==> src/rtl/mips_pkg.sv <==
// Shared definitions for the MIPS pipeline: memory-stage FSM states,
// default bus widths and the register-index width.
package mips_pkg;

  localparam int ADDR_W_DEF = 32;
  localparam int DATA_W_DEF = 32;
  localparam int REG_IDX_W  = 5;

  typedef enum logic {
    MEM_IDLE   = 1'b0,
    MEM_WAIT_R = 1'b1
  } mem_state_t;

endpackage

==> src/rtl/mem_stage.sv <==
// MIPS memory-access stage: data-memory req/gnt/rvalid handshake, pipeline stall,
// branch/jump resolution. Optional MEM_MISALIGN_CHECK_EN suppresses unaligned accesses.
module mem_stage
  import mips_pkg::*;
#(
  parameter int ADDR_W = ADDR_W_DEF,
  parameter int DATA_W = DATA_W_DEF
) (
  input  logic                 clk,
  input  logic                 reset_n,
  input  logic [ADDR_W-1:0]    alu_result_in,
  input  logic [DATA_W-1:0]    read_data2_in,
  input  logic [31:0]          branch_target_in,
  input  logic                 zero_in,
  input  logic                 branch_in,
  input  logic                 jump_in,
  input  logic [REG_IDX_W-1:0] write_reg_in,
  input  logic                 mem_read_in,
  input  logic                 mem_write_in,
  input  logic                 memto_reg_in,
  input  logic                 reg_write_in,
  output logic                 dmem_req,
  output logic                 dmem_we,
  output logic [ADDR_W-1:0]    dmem_addr,
  output logic [DATA_W-1:0]    dmem_wdata,
  input  logic                 dmem_gnt,
  input  logic                 dmem_rvalid,
  input  logic [DATA_W-1:0]    dmem_rdata,
  output logic                 mem_stall,
  output logic                 pc_src,
  output logic [31:0]          branch_target_out,
  output logic                 flush_out,
  output logic [DATA_W-1:0]    load_data_out,
  output logic [31:0]          alu_result_out,
  output logic [REG_IDX_W-1:0] write_reg_out,
  output logic                 memto_reg_out,
`ifdef MEM_MISALIGN_CHECK_EN
  output logic                 misalign_err,
`endif
  output logic                 reg_write_out
);

  mem_state_t state, state_next;
  logic       mem_op;
  logic       misaligned;
  logic       access;

  assign mem_op = mem_read_in | mem_write_in;

`ifdef MEM_MISALIGN_CHECK_EN
  assign misaligned = mem_op & (alu_result_in[1:0] != 2'b00);
`else
  assign misaligned = 1'b0;
`endif

  assign access = mem_op & ~misaligned;

  // NOTE: state is updated with non-blocking assignments so every flop samples
  // pre-edge values; blocking here would create order-dependent simulation races.
  always_ff @(posedge clk) begin
    if (!reset_n) state <= MEM_IDLE;
    else          state <= state_next;
  end

`ifdef MEM_MISALIGN_CHECK_EN
  always_ff @(posedge clk) begin
    if (!reset_n) misalign_err <= 1'b0;
    else          misalign_err <= (state == MEM_IDLE) & misaligned;
  end
`endif

  // NOTE: every signal assigned in a combinational block gets a default first,
  // otherwise an uncovered path infers a latch.
  always_comb begin
    state_next = state;
    case (state)
      // Only a granted load needs to wait; a store with both read and write set is a store.
      MEM_IDLE:   if (access && dmem_gnt && !mem_write_in) state_next = MEM_WAIT_R;
      MEM_WAIT_R: if (dmem_rvalid) state_next = MEM_IDLE;
      default:    state_next = MEM_IDLE;
    endcase
  end

  always_comb begin
    dmem_req          = 1'b0;
    dmem_we           = 1'b0;
    dmem_addr         = '0;
    dmem_wdata        = '0;
    mem_stall         = 1'b0;
    pc_src            = 1'b0;
    flush_out         = 1'b0;
    branch_target_out = '0;
    load_data_out     = '0;
    alu_result_out    = '0;
    write_reg_out     = '0;
    memto_reg_out     = 1'b0;
    reg_write_out     = 1'b0;
    // Outputs stay quiet for the whole reset window, not just after the edge.
    if (reset_n) begin
      case (state)
        MEM_IDLE: begin
          dmem_req  = access;
          mem_stall = access & ~(dmem_gnt & mem_write_in);
        end
        MEM_WAIT_R: begin
          mem_stall = ~dmem_rvalid;
          if (dmem_rvalid) load_data_out = dmem_rdata;
        end
        default: ;
      endcase
      if (dmem_req) begin
        dmem_we    = mem_write_in;
        dmem_addr  = alu_result_in;
        dmem_wdata = read_data2_in;
      end
      pc_src            = (branch_in & zero_in) | jump_in;
      flush_out         = pc_src;
      branch_target_out = branch_target_in;
      alu_result_out    = 32'(alu_result_in);
      write_reg_out     = write_reg_in;
      memto_reg_out     = memto_reg_in;
      // Stalled cycles and suppressed unaligned ops reach MEM/WB as bubbles.
      reg_write_out     = reg_write_in & ~mem_stall & ~((state == MEM_IDLE) & misaligned);
    end
  end

endmodule
==> config.mk <==
export PLATFORM = sky130hd
export DESIGN_NAME = mem_stage
export DESIGN_NICKNAME = d
export VERILOG_FILES = /design/src/rtl/mips_pkg.sv /design/src/rtl/mem_stage.sv
export SDC_FILE = /design/constraint.sdc
export NUM_CORES = 1
export LEC_CHECK = 0
export CAP_MARGIN = 20
export CORE_AREA = 2 2 122 124
export CTS_BUF_LIST = sky130_fd_sc_hd__clkbuf_8
export DETAILED_ROUTE_END_ITERATION = 6
export DIE_AREA = 0 0 124 126
export DONT_BUFFER_PORTS = 1
export SLEW_MARGIN = 40
export SYNTH_ARGS = -nofsm -noshare
export SYNTH_HDL_FRONTEND = slang
export SYNTH_SLANG_ARGS = --single-unit
export TNS_END_PERCENT = 5
==> constraint.sdc <==
create_clock -name clk -period 1.33 [get_ports clk]
set_clock_uncertainty 0.05 [all_clocks]
set_input_delay 0.266 -clock clk [delete_from_list [all_inputs] [get_ports clk]]
set_output_delay 0.266 -clock clk [all_outputs]
set_load 0.03 [all_outputs]
==> results.py <==
metrics = {
    "run_status": {
        "status": "complete, but fails checks",
        "violations": "setup timing",
    },
    "power": {
        "totalPowerFinal_mw": 1.37,
        "ir_drop_uv": 107,
        "clkPwrFrac": 0,
        "switchingPower_mw": 0.856,
        "power_density_mw_per_mm2": 406,
        "switching_share": 0.626,
        "intPower_mw": 0.511,
        "seqPwrFrac": 0.024,
        "comb_power_share": 0.976,
        "p_leak_nw": 1.23,
    },
    "finish": {
        "final_nets": 401,
        "regMostFlops": "state",
        "largest_register_ffs": 1,
        "post-route-util": 0.235,
        "drive_above_1_share": 0.624,
        "fin_area_mm2": 0.00337,
        "area_growth_pct": 107,
        "fin_cells": 440,
        "multi_input_area_mm2": 0.00200,
        "regArea_um2": 21.3,
        "nFillCells": 1540,
        "reg_top3": "state (1)",
    },
    "yosys": {
        "yosys.cell_count.top_type": "and2_1",
        "synthesis.area_mm2": 0.00162,
        "synth_edf_count": 0,
        "yosysTopAreaCell": "and2_1",
        "yosys-top-cells-count": "and2_1, nor3b_2, nor3b_1",
        "ys_types": 23,
        "synth_fp_nets": 353,
        "synthFlopType": "dfxtp_1",
        "yosysTopAreaCellShare": 0.393,
        "async_flop_share": 0,
        "synth.avg_cell_area_um2": 7.77,
        "ys_ff_latch": 1,
        "synthTopCellsByArea": "and2_1, nor3b_2, nor3b_1",
        "synthCells": 209,
        "seq_area_frac_synth": 0.0123,
        "yosys_warnings": 0,
    },
    "die": {
        "initial_core_util": 0.113,
        "row_count": 44,
        "die_y_um": 126,
        "io_pins": 316,
        "die_area_mm2": 0.0156,
        "core_mm2": 0.0143,
        "die_x_um": 124,
    },
    "drt": {
        "drt_iter0_markers": 19,
        "drt-vias-per-instance": 4.05,
        "drt_wl_total_mm": 10.3,
        "ant_nets": 0,
        "route.detailed.drc": 0,
        "post_drt_wl_per_cell_um": 23.3,
        "vias": 1781,
        "dr.pass1.iters": 3,
    },
    "timing": {
        "worst_pin_slew_ns": 0.429,
        "rsz0062_at_grt": "true",
        "finalHoldViolCount": 0,
        "timing.final.crit_share": 1.10,
        "fin_crit_ns": 1.46,
        "slew_headroom": 0.714,
        "max_freq_mhz": 684,
        "fin_ws_ns": -0.132,
        "final-max-slew-violation-count": 0,
        "fin_setup_tns_ns": -7.28,
        "holdWs_ns": 0.355,
        "setup_viol": 98,
    },
    "critical_path": {
        "critPathArrivalTime_ns": 1.15,
        "worst_ep_required_time_ns": 1.01,
        "cp-end-kind": "output pin",
        "setup.worst_path.start_class": "flop",
        "cp_max_fo": 9,
        "path_class": "reg2out",
    },
    "place": {
        "gp_congestion": 0.807,
        "placed_cells": 432,
        "post-dp-hpwl_mm": 8.52,
        "dp_slack_ns": -0.207,
        "place_area_mm2": 0.00301,
        "port_buffers": 0,
    },
    "global_routing": {
        "antenna_found_initial": 2,
        "grt_pass1_wl_mm": 12.7,
        "track_usage": 0.110,
        "grt_max_degree": 78,
        "grt_pass1_vias": 1767,
        "gr-total-overflow": 0,
    },
    "clock_tree": {
        "clk_latency_ns": 0,
        "clk_pin_slew_ns": 0,
    },
    "job": {
        "maxCapViolCount": 0,
    },
    "hold_path": {
        "min_path_type": "in2reg",
    },
}
-- layout make-up --
class / instances / area share
multi-input cells: 182 / 0.595
repair buffers: 71 / 0.328
well taps: 184 / 0.0684
flip-flops and latches: 1 / 0.00632
inverters: 1 / 0.00112
diodes: 1 / 0.000743
-- layer usage --
metal  global-route usage  share of wire  vias to the layer above
li1                     -              -                      782
met1                0.112           0.33                      829
met2                0.228           0.56                      158
met3               0.0204          0.086                       10
met4               0.0152          0.020                        2
met5                    0         0.0016                        -
-- final timing paths --
| check | startpoint | end | slack [ns] | cells past startpoint |
|---|---|---|---|---|
| hold reg to reg | state | state | 0.73 | 3 |
| setup / recovery | state | dmem_addr[22] | -0.13 | 3 |
| setup reg to reg | state | state | 0.23 | 4 |
| hold / removal | reset_n | state | 0.36 | 1 |
-- logic make-up (layout without fill, tap and decap cells) --
kind of cell           Yosys count  in the layout  synth area share
AO/OA/AOI/OAI                    6              6            0.0277
buffers and inverters           27             72             0.114
flip-flops                       1              1            0.0123
other                            0              1                 0
AND/OR/NAND/NOR                175            176             0.846
-- worst max-delay path, stage by stage, from the launching register on --
cell and delay, ns:
dfxtp_2 0.31, nand2b_4 0.22, clkbuf_16 0.23, nor3b_4 0.38
-- cells in the final DEF, fill, tap and decap left out, types with 2 or more instances in the layout --
master     instances
buf_4             13
clkbuf_16          3
buf_16             2
nor3b_4           60
buf_6             21
nand2b_4           2
and2_1            86
buf_12            32
nor3b_2            4
and2_4            16
nor2_4             3
-- power groups by stage --
stage / sequential, mW / clock, mW / combinational (mW)
finish: 0.0331 / 0.000000100 / 1.33
global route: 0.0333 / 0.000000100 / 1.39
CTS: 0.0326 / 0 / 1.29
detailed placement: 0.0331 / 0 / 1.23
global placement: 0.0328 / 0 / 1.22
floorplan: 0.0329 / 0 / 1.02
-- what timing repair did --
| action | CTS | global route |
|---|---|---|
| pin swaps | 17 | 7 |
| hold buffers | 0 | 0 |
| setup endpoints to repair | 99 | 99 |
| setup buffers | 1 | 0 |
| resized for setup | 47 | 8 |
| cloned | 1 | 5 |
| hold endpoints to repair | 0 | 0 |
Note: power is estimated with default switching activity, not from simulation.
